==> config.mk <==
export PLATFORM = sky130hd
export DESIGN_NAME = bw_hpt_walker
export DESIGN_NICKNAME = d
export VERILOG_FILES = /design/src/rtl/rfBlackWidowMmuPkg.sv /design/src/rtl/bw_hpte_match.sv /design/src/rtl/bw_hpt_walker.sv
export SDC_FILE = /design/constraint.sdc
export NUM_CORES = 1
export LEC_CHECK = 0
export CORE_UTILIZATION = 40
export CTS_BUF_LIST = sky130_fd_sc_hd__clkbuf_8 sky130_fd_sc_hd__clkbuf_16
export DETAILED_ROUTE_END_ITERATION = 8
export PLACE_DENSITY = 0.78
export SLEW_MARGIN = 10
export SYNTH_ARGS = -nofsm -noshare
export SYNTH_HDL_FRONTEND = slang
export SYNTH_HIERARCHICAL = 1
export SYNTH_SLANG_ARGS = --single-unit
==> constraint.sdc <==
create_clock -name clk_i -period 2.9 [get_ports clk_i]
set_input_delay 0.29 -clock clk_i [delete_from_list [all_inputs] [get_ports clk_i]]
set_output_delay 0.29 -clock clk_i [all_outputs]
set_load 0.02 [all_outputs]
==> src/rtl/rfBlackWidowMmuPkg.sv <==
// Shared MMU types for the BlackWidow hashed page table walker.
// HPTE layout, walker state encodings and PTG geometry.
`ifndef PtePerPtg
`define PtePerPtg 8
`endif

package rfBlackWidowMmuPkg;

  localparam int unsigned PtePerPtg = `PtePerPtg;
  localparam int unsigned AsidW = 10;
  localparam int unsigned VpnW = 48;

  typedef struct packed {
    logic        v;
    logic        g;
    logic        a;
    logic        m;
    logic [2:0]  rwx;
    logic [9:0]  asid;
    logic [15:0] vpnhi;
    logic [31:0] vpn;
    logic [31:0] ppn;
    logic [30:0] rsvd;
  } HPTE;

  typedef enum logic [1:0] {
    PTW_IDLE,
    PTW_HASH,
    PTW_REQ,
    PTW_DONE
  } ptw_state_e;

  typedef enum logic [1:0] {
    RES_NONE,
    RES_HIT,
    RES_FAULT,
    RES_BERR
  } ptw_res_e;

endpackage

==> src/rtl/bw_hpte_match.sv <==
// HPTE tag compare: valid, full VPN and ASID (or global) must agree.
// Purely combinational.
module bw_hpte_match
  import rfBlackWidowMmuPkg::*;
(
  input  HPTE              hpte,
  input  logic [AsidW-1:0] asid,
  input  logic [VpnW-1:0]  vpn,
  output logic             match
);

  logic vpn_eq;
  logic asid_ok;
  logic unused_ok;

  assign vpn_eq  = {hpte.vpnhi, hpte.vpn} == vpn;
  assign asid_ok = hpte.g || (hpte.asid == asid);
  assign match   = hpte.v && vpn_eq && asid_ok;

  // Permission and translation fields are for the TLB, not the tag.
  assign unused_ok = ^{hpte.a, hpte.m, hpte.rwx,
                       hpte.ppn, hpte.rsvd};

endmodule

==> src/rtl/bw_hpt_walker.sv <==
// Hashed page table walker: primary then secondary PTG scan,
// one HPTE per bus beat, single-cycle done pulse with result.
module bw_hpt_walker
  import rfBlackWidowMmuPkg::*;
#(
  parameter int unsigned HASH_BITS  = 10,
  parameter int unsigned PAGE_SHIFT = 14,
  parameter int unsigned BEATS      = PtePerPtg
) (
  input  logic              clk_i,
  input  logic              rst_ni,
  input  logic              flush_i,
  input  logic              miss_v_i,
  input  logic [AsidW-1:0]  miss_asid_i,
  input  logic [31:0]       miss_vadr_i,
  input  logic [31:0]       ptbr_i,
  output logic              busy_o,
  output logic              req_o,
  output logic [31:0]       adr_o,
  input  logic              ack_i,
  input  logic              err_i,
  input  logic [127:0]      dat_i,
  output logic              done_o,
  output logic              hit_o,
  output logic              fault_o,
  output logic              berr_o,
  output logic [127:0]      hpte_o,
  output logic [31:0]       hpte_adr_o
);

  localparam int unsigned BW = (BEATS > 1) ? $clog2(BEATS) : 1;

  ptw_state_e           state_q, state_d;
  ptw_res_e             res_q, res_d;
  logic [AsidW-1:0]     asid_q, asid_d;
  logic [VpnW-1:0]      vpn_q, vpn_d;
  logic [HASH_BITS-1:0] hash_q, hash_d;
  logic                 sec_q, sec_d;
  logic                 chk_q, chk_d;
  logic [BW-1:0]        beat_q, beat_d;
  logic [31:0]          ptg_q, ptg_d;
  HPTE                  dat_q, dat_d;
  HPTE                  hpte_q, hpte_d;
  logic [31:0]          hadr_q, hadr_d;

  logic [VpnW-1:0]      miss_vpn;
  logic [HASH_BITS-1:0] grp;
  logic [31:0]          beat_adr;
  logic                 last_beat;
  logic                 match;

  assign miss_vpn  = VpnW'(miss_vadr_i >> PAGE_SHIFT);
  assign grp       = sec_q ? ~hash_q : hash_q;
  assign beat_adr  = ptg_q + (32'(beat_q) << 4);
  assign last_beat = beat_q == BW'(BEATS - 1);

  bw_hpte_match u_match (
    .hpte  (dat_q),
    .asid  (asid_q),
    .vpn   (vpn_q),
    .match (match)
  );

  assign busy_o     = state_q != PTW_IDLE;
  assign req_o      = (state_q == PTW_REQ) && !chk_q;
  assign adr_o      = req_o ? beat_adr : '0;
  assign done_o     = state_q == PTW_DONE;
  assign hit_o      = done_o && (res_q == RES_HIT);
  assign fault_o    = done_o && (res_q == RES_FAULT);
  assign berr_o     = done_o && (res_q == RES_BERR);
  assign hpte_o     = hpte_q;
  assign hpte_adr_o = hadr_q;

  always_comb begin
    state_d = state_q;
    res_d   = res_q;
    asid_d  = asid_q;
    vpn_d   = vpn_q;
    hash_d  = hash_q;
    sec_d   = sec_q;
    chk_d   = chk_q;
    beat_d  = beat_q;
    ptg_d   = ptg_q;
    dat_d   = dat_q;
    hpte_d  = hpte_q;
    hadr_d  = hadr_q;
    unique case (state_q)
      PTW_IDLE: begin
        if (miss_v_i) begin
          asid_d  = miss_asid_i;
          vpn_d   = miss_vpn;
          hash_d  = miss_vpn[HASH_BITS-1:0]
                  ^ HASH_BITS'(miss_asid_i);
          sec_d   = 1'b0;
          state_d = PTW_HASH;
        end
      end
      PTW_HASH: begin
        ptg_d   = ptbr_i + (32'(grp) << 7);
        beat_d  = '0;
        chk_d   = 1'b0;
        state_d = PTW_REQ;
      end
      PTW_REQ: begin
        // The compare cycle doubles as the req_o gap between beats.
        if (!chk_q) begin
          if (err_i) begin
            res_d   = RES_BERR;
            state_d = PTW_DONE;
          end else if (ack_i) begin
            dat_d = dat_i;
            chk_d = 1'b1;
          end
        end else begin
          chk_d = 1'b0;
          if (match) begin
            res_d   = RES_HIT;
            hpte_d  = dat_q;
            hadr_d  = beat_adr;
            state_d = PTW_DONE;
          end else if (!last_beat) begin
            beat_d = beat_q + 1'b1;
          end else if (!sec_q) begin
            sec_d   = 1'b1;
            state_d = PTW_HASH;
          end else begin
            res_d   = RES_FAULT;
            state_d = PTW_DONE;
          end
        end
      end
      PTW_DONE: state_d = PTW_IDLE;
      default:  state_d = PTW_IDLE;
    endcase
    if (flush_i) begin
      state_d = PTW_IDLE;
      chk_d   = 1'b0;
    end
  end

  always_ff @(posedge clk_i or negedge rst_ni) begin
    if (!rst_ni) begin
      state_q <= PTW_IDLE;
      res_q   <= RES_NONE;
      asid_q  <= '0;
      vpn_q   <= '0;
      hash_q  <= '0;
      sec_q   <= 1'b0;
      chk_q   <= 1'b0;
      beat_q  <= '0;
      ptg_q   <= '0;
      dat_q   <= '0;
      hpte_q  <= '0;
      hadr_q  <= '0;
    end else begin
      state_q <= state_d;
      res_q   <= res_d;
      asid_q  <= asid_d;
      vpn_q   <= vpn_d;
      hash_q  <= hash_d;
      sec_q   <= sec_d;
      chk_q   <= chk_d;
      beat_q  <= beat_d;
      ptg_q   <= ptg_d;
      dat_q   <= dat_d;
      hpte_q  <= hpte_d;
      hadr_q  <= hadr_d;
    end
  end

endmodule

==> impl_metrics.toml <==
[logic_synthesis]
synthFlopType = "dfrtp_1"
ys_async_sr_fraction_pct = 100.0
yosysUniqueCellTypes = 56
yosysTopAreaCell = "dfrtp_1"
synth_area_per_cell_um2 = 12.88
synth-edff-count = 0
synthDominantCellAreaShare_pct = 57.31
syn_inst = 1244
yosysWarningCount = 6
netlist_area_um2 = 16030
ys_seq_area_share_pct = 57.31
netlist_top_cells_area = "dfrtp_1, mux2_2, xor2_1"
synth_seq_cells = 367

[detailed_routing]
drc = 0
firstDrtPassIters = 4
wl_um = 42740
ant_nets = 0
drt_iter0_drc = 398
routedWlPerCell_um = 18.95
via_count = 11317
vias_per_cell = 5.019

[global_routing]
grt_max_degree = 91
track_usage_pct = 20.81
grt_pass1_wl_um = 66320
grt_overflow_total = 0
antenna_found_initial = 3
grt_pass1_vias = 11977

[power_and_ir_drop]
pwr_density_cell_nw_per_um2 = 655.7
power.internal_w = 0.01075
seqPwrFrac_pct = 46.1
p_comb_share_pct = 18.8
p_leak_nw = 10.26
peakVddDrop_uv = 642.9
power.switching_w = 0.004071
p_total_w = 0.01482
pwr-share-clk_pct = 35.0
swShare_pct = 27.47

[job]
cap_violations = 0

[worst_hold_path]
hold_class = "primary input to flip-flop"
min_path_cells = 3
hold_end = "ptg_q[3]$_DFFE_PN0P_"
min_from = "ptbr_i[3]"

[die]
rows = 72
die_h_um = 202.2
io_pins = 406
die_w_um = 202.2
core_um2 = 39100
start_util_pct = 40.99
dieArea_um2 = 40870

[final_layout]
final_nets = 1936
regArea_um2 = 9188
drive_above_1_share_pct = 27.71
multiInputGateArea_um2 = 6878
fill_cells = 3167
syn2layout_area_growth_pct = 41.03
final_cell_mix = "dfrtp_1, clkdlybuf4s50_1, mux2_2"

[setup_path]
path_cells = "ha_4 -> fa_2 -> a21oi_4 -> buf_6 -> nor4_4 -> buf_4 -> buf_4 -> nand4_1 -> xor2_1 -> nor2_1 -> buf_4"
critPathKind = "flip-flop to output pin"
crit_top_cell = "buf_4"
cpPeakStageDelay_ns = 0.41
ff2ff_setup_slack_ns = 0.17
path_buf_inv = 4
end_kind = "output pin"
reg2reg_to = "hpte_adr_o[3]$_DFFE_PN0P_"
arrival_ns = 2.73
cp.required_ns = 2.61
critPathMaxFanout = 5
worst_r2r_path_depth = 9
cp_slowest_cell = "dfrtp_1"
r2r_start = "vpn_q[6]$_DFFE_PN0P_"
crit_family = "adder cells"
start_kind = "flip-flop"

[timing]
slew-limit-headroom_pct = 42.37
hold_viol = 0
drv_slew = 0
finClkSkew_ns = 0.01241
rsz0062_at_grt = "yes"
fin_crit_sh_pct = 104.2
setup_tns_ns = -0.6267
hold_slack_ns = 0.2856
worst_slack_ns = -0.1215
fin_crit_ns = 3.022
clock.fmax_mhz = 331.0
worst_pin_slew_ns = 0.8645
setup_viol = 9

[clock_network]
cts_root_buffer = "clkbuf_16"
cts.path.max_buffers = 3
clock_latency_ns = 0.55
path_clk_slew_ns = 0.06
numCtsBuffers = 41
htreeDepth = 2
cts_tree = "yes"
cts.sinks = 367

[placed_design]
dp_slack_ns = -0.03550
place.detailed.hpwl_um = 30340
port_buffers = 391
gp_congestion = 0.8699

[status]
violations = "setup timing"
status = "finished with violations"
[repair_timing]
action,4_1_cts,5_1_grt
setup buffers,15,12
pin swaps,9,15
gates resized for setup,76,42
hold buffers,1,0
hold endpoints to repair,84,0
gates cloned,0,1
endpoints found under the setup margin,32,152
[cell families (layout without fill, tap and decap cells)]
logic type               count (synthesis)  after routing  synth area share (%)
XOR/XNOR                               114            114                 6.230
flip-flops                             367            367                 57.31
multiplexers                           293            293                 20.57
AO/OA/AOI/OAI                          116            116                 4.286
AND/OR/NAND/NOR                        262            262                 8.237
other                                    1             31               0.02340
adder cells (fa/ha/maj)                 17             17                 1.421
buffers and inverters                   74            537                 1.921
[Yosys cell counts, drive strengths merged (3+ instances only)]
cell type and n:
xnor2 48, o31ai 5, dfrtp 367, nor4b 4
ha 15, xor2 66, or2 4, a211oi 3
nand3 18, nor4 20, nand2 89, and3 7
nor3 8, nor2b 3, o311ai 4, a31oi 12
a21o 3, buf 32, o22ai 3, clkbuf 30
or3 8, and2 10, nand2b 5, inv 12
a21oi 23, nor2 58, nand4 21, mux2 291
o21ai 52
[through the flow]
stage,std cells,instance area [um^2],util [%]
3_3_place_gp,2159,20900,53.47
3_5_place_dp,2159,20900,53.47
4_1_cts,2243,22430,57.37
2_1_floorplan,1273,16140,-
6_report,2255,22600,57.81
5_1_grt,2254,22600,57.80
[power groups by stage]
stage / Clock (W) / Sequential (W) / Combinational, W
floorplan: 0 / 0.00664 / 0.00173
detailed placement: 0 / 0.00690 / 0.00262
CTS: 0.00534 / 0.00682 / 0.00275
global placement: 0 / 0.00682 / 0.00252
finish: 0.00519 / 0.00684 / 0.00279
global route: 0.00554 / 0.00697 / 0.00306
[worst max path at each step]
stage          cells after the start             startpoint                     to  slack [ns]
2_1_floorplan                     11      sec_q$_DFFE_PN0P_  ptg_q[29]$_DFFE_PN0P_        0.12
3_3_place_gp                       8  beat_q[0]$_DFFE_PN0P_              adr_o[28]        0.03
3_5_place_dp                       8  beat_q[0]$_DFFE_PN0P_              adr_o[28]       -0.04
4_1_cts                            9  beat_q[0]$_DFFE_PN0P_              adr_o[28]       -0.07
5_1_grt                           11  beat_q[0]$_DFFE_PN0P_              adr_o[24]       -0.20
6_report                          11   ptg_q[4]$_DFFE_PN0P_              adr_o[24]       -0.12
[cell type report]
class	instances	area share, %
inverter	12	0.1993
clock buffer	52	5.259
tap	518	2.868
clock inverter	16	0.7142
multi-input combinational	832	30.43
antenna	1	0.01107
timing repair buffer	457	19.86
sequential	367	40.65
[routing by layer]
| layer | wire, um | global-route usage (%) | vias up |
|---|---|---|---|
| met1 | 17140 | 24.93 | 5642 |
| met3 | 3135 | 6.466 | 62 |
| met2 | 21540 | 36.11 | 341 |
| li1 | - | - | 5268 |
| met4 | 893 | 5.532 | 4 |
| met5 | 27 | 0 | - |
[sequential cells by signal, summed over array words and instances (netlist names), 3 cells and up]
| name | flops |
|---|---|
| hpte_o | 128 |
| dat_q | 128 |
| hash_q | 10 |
| vpn_q | 18 |
| asid_q | 10 |
| hpte_adr_o | 32 |
| beat_q | 3 |
| ptg_q | 32 |
[worst register-to-register path, cell delays in order, from the launching register on]
cell and delay [ns]:
dfrtp_1 0.40, xnor2_1 0.29, nand4_1 0.17, nor4_2 0.29
nand4_1 0.19, nor4_2 0.29, buf_4 0.19, nand3_4 0.17
buf_12 0.25, mux2_2 0.37
Power figures use the tool's default switching activity.
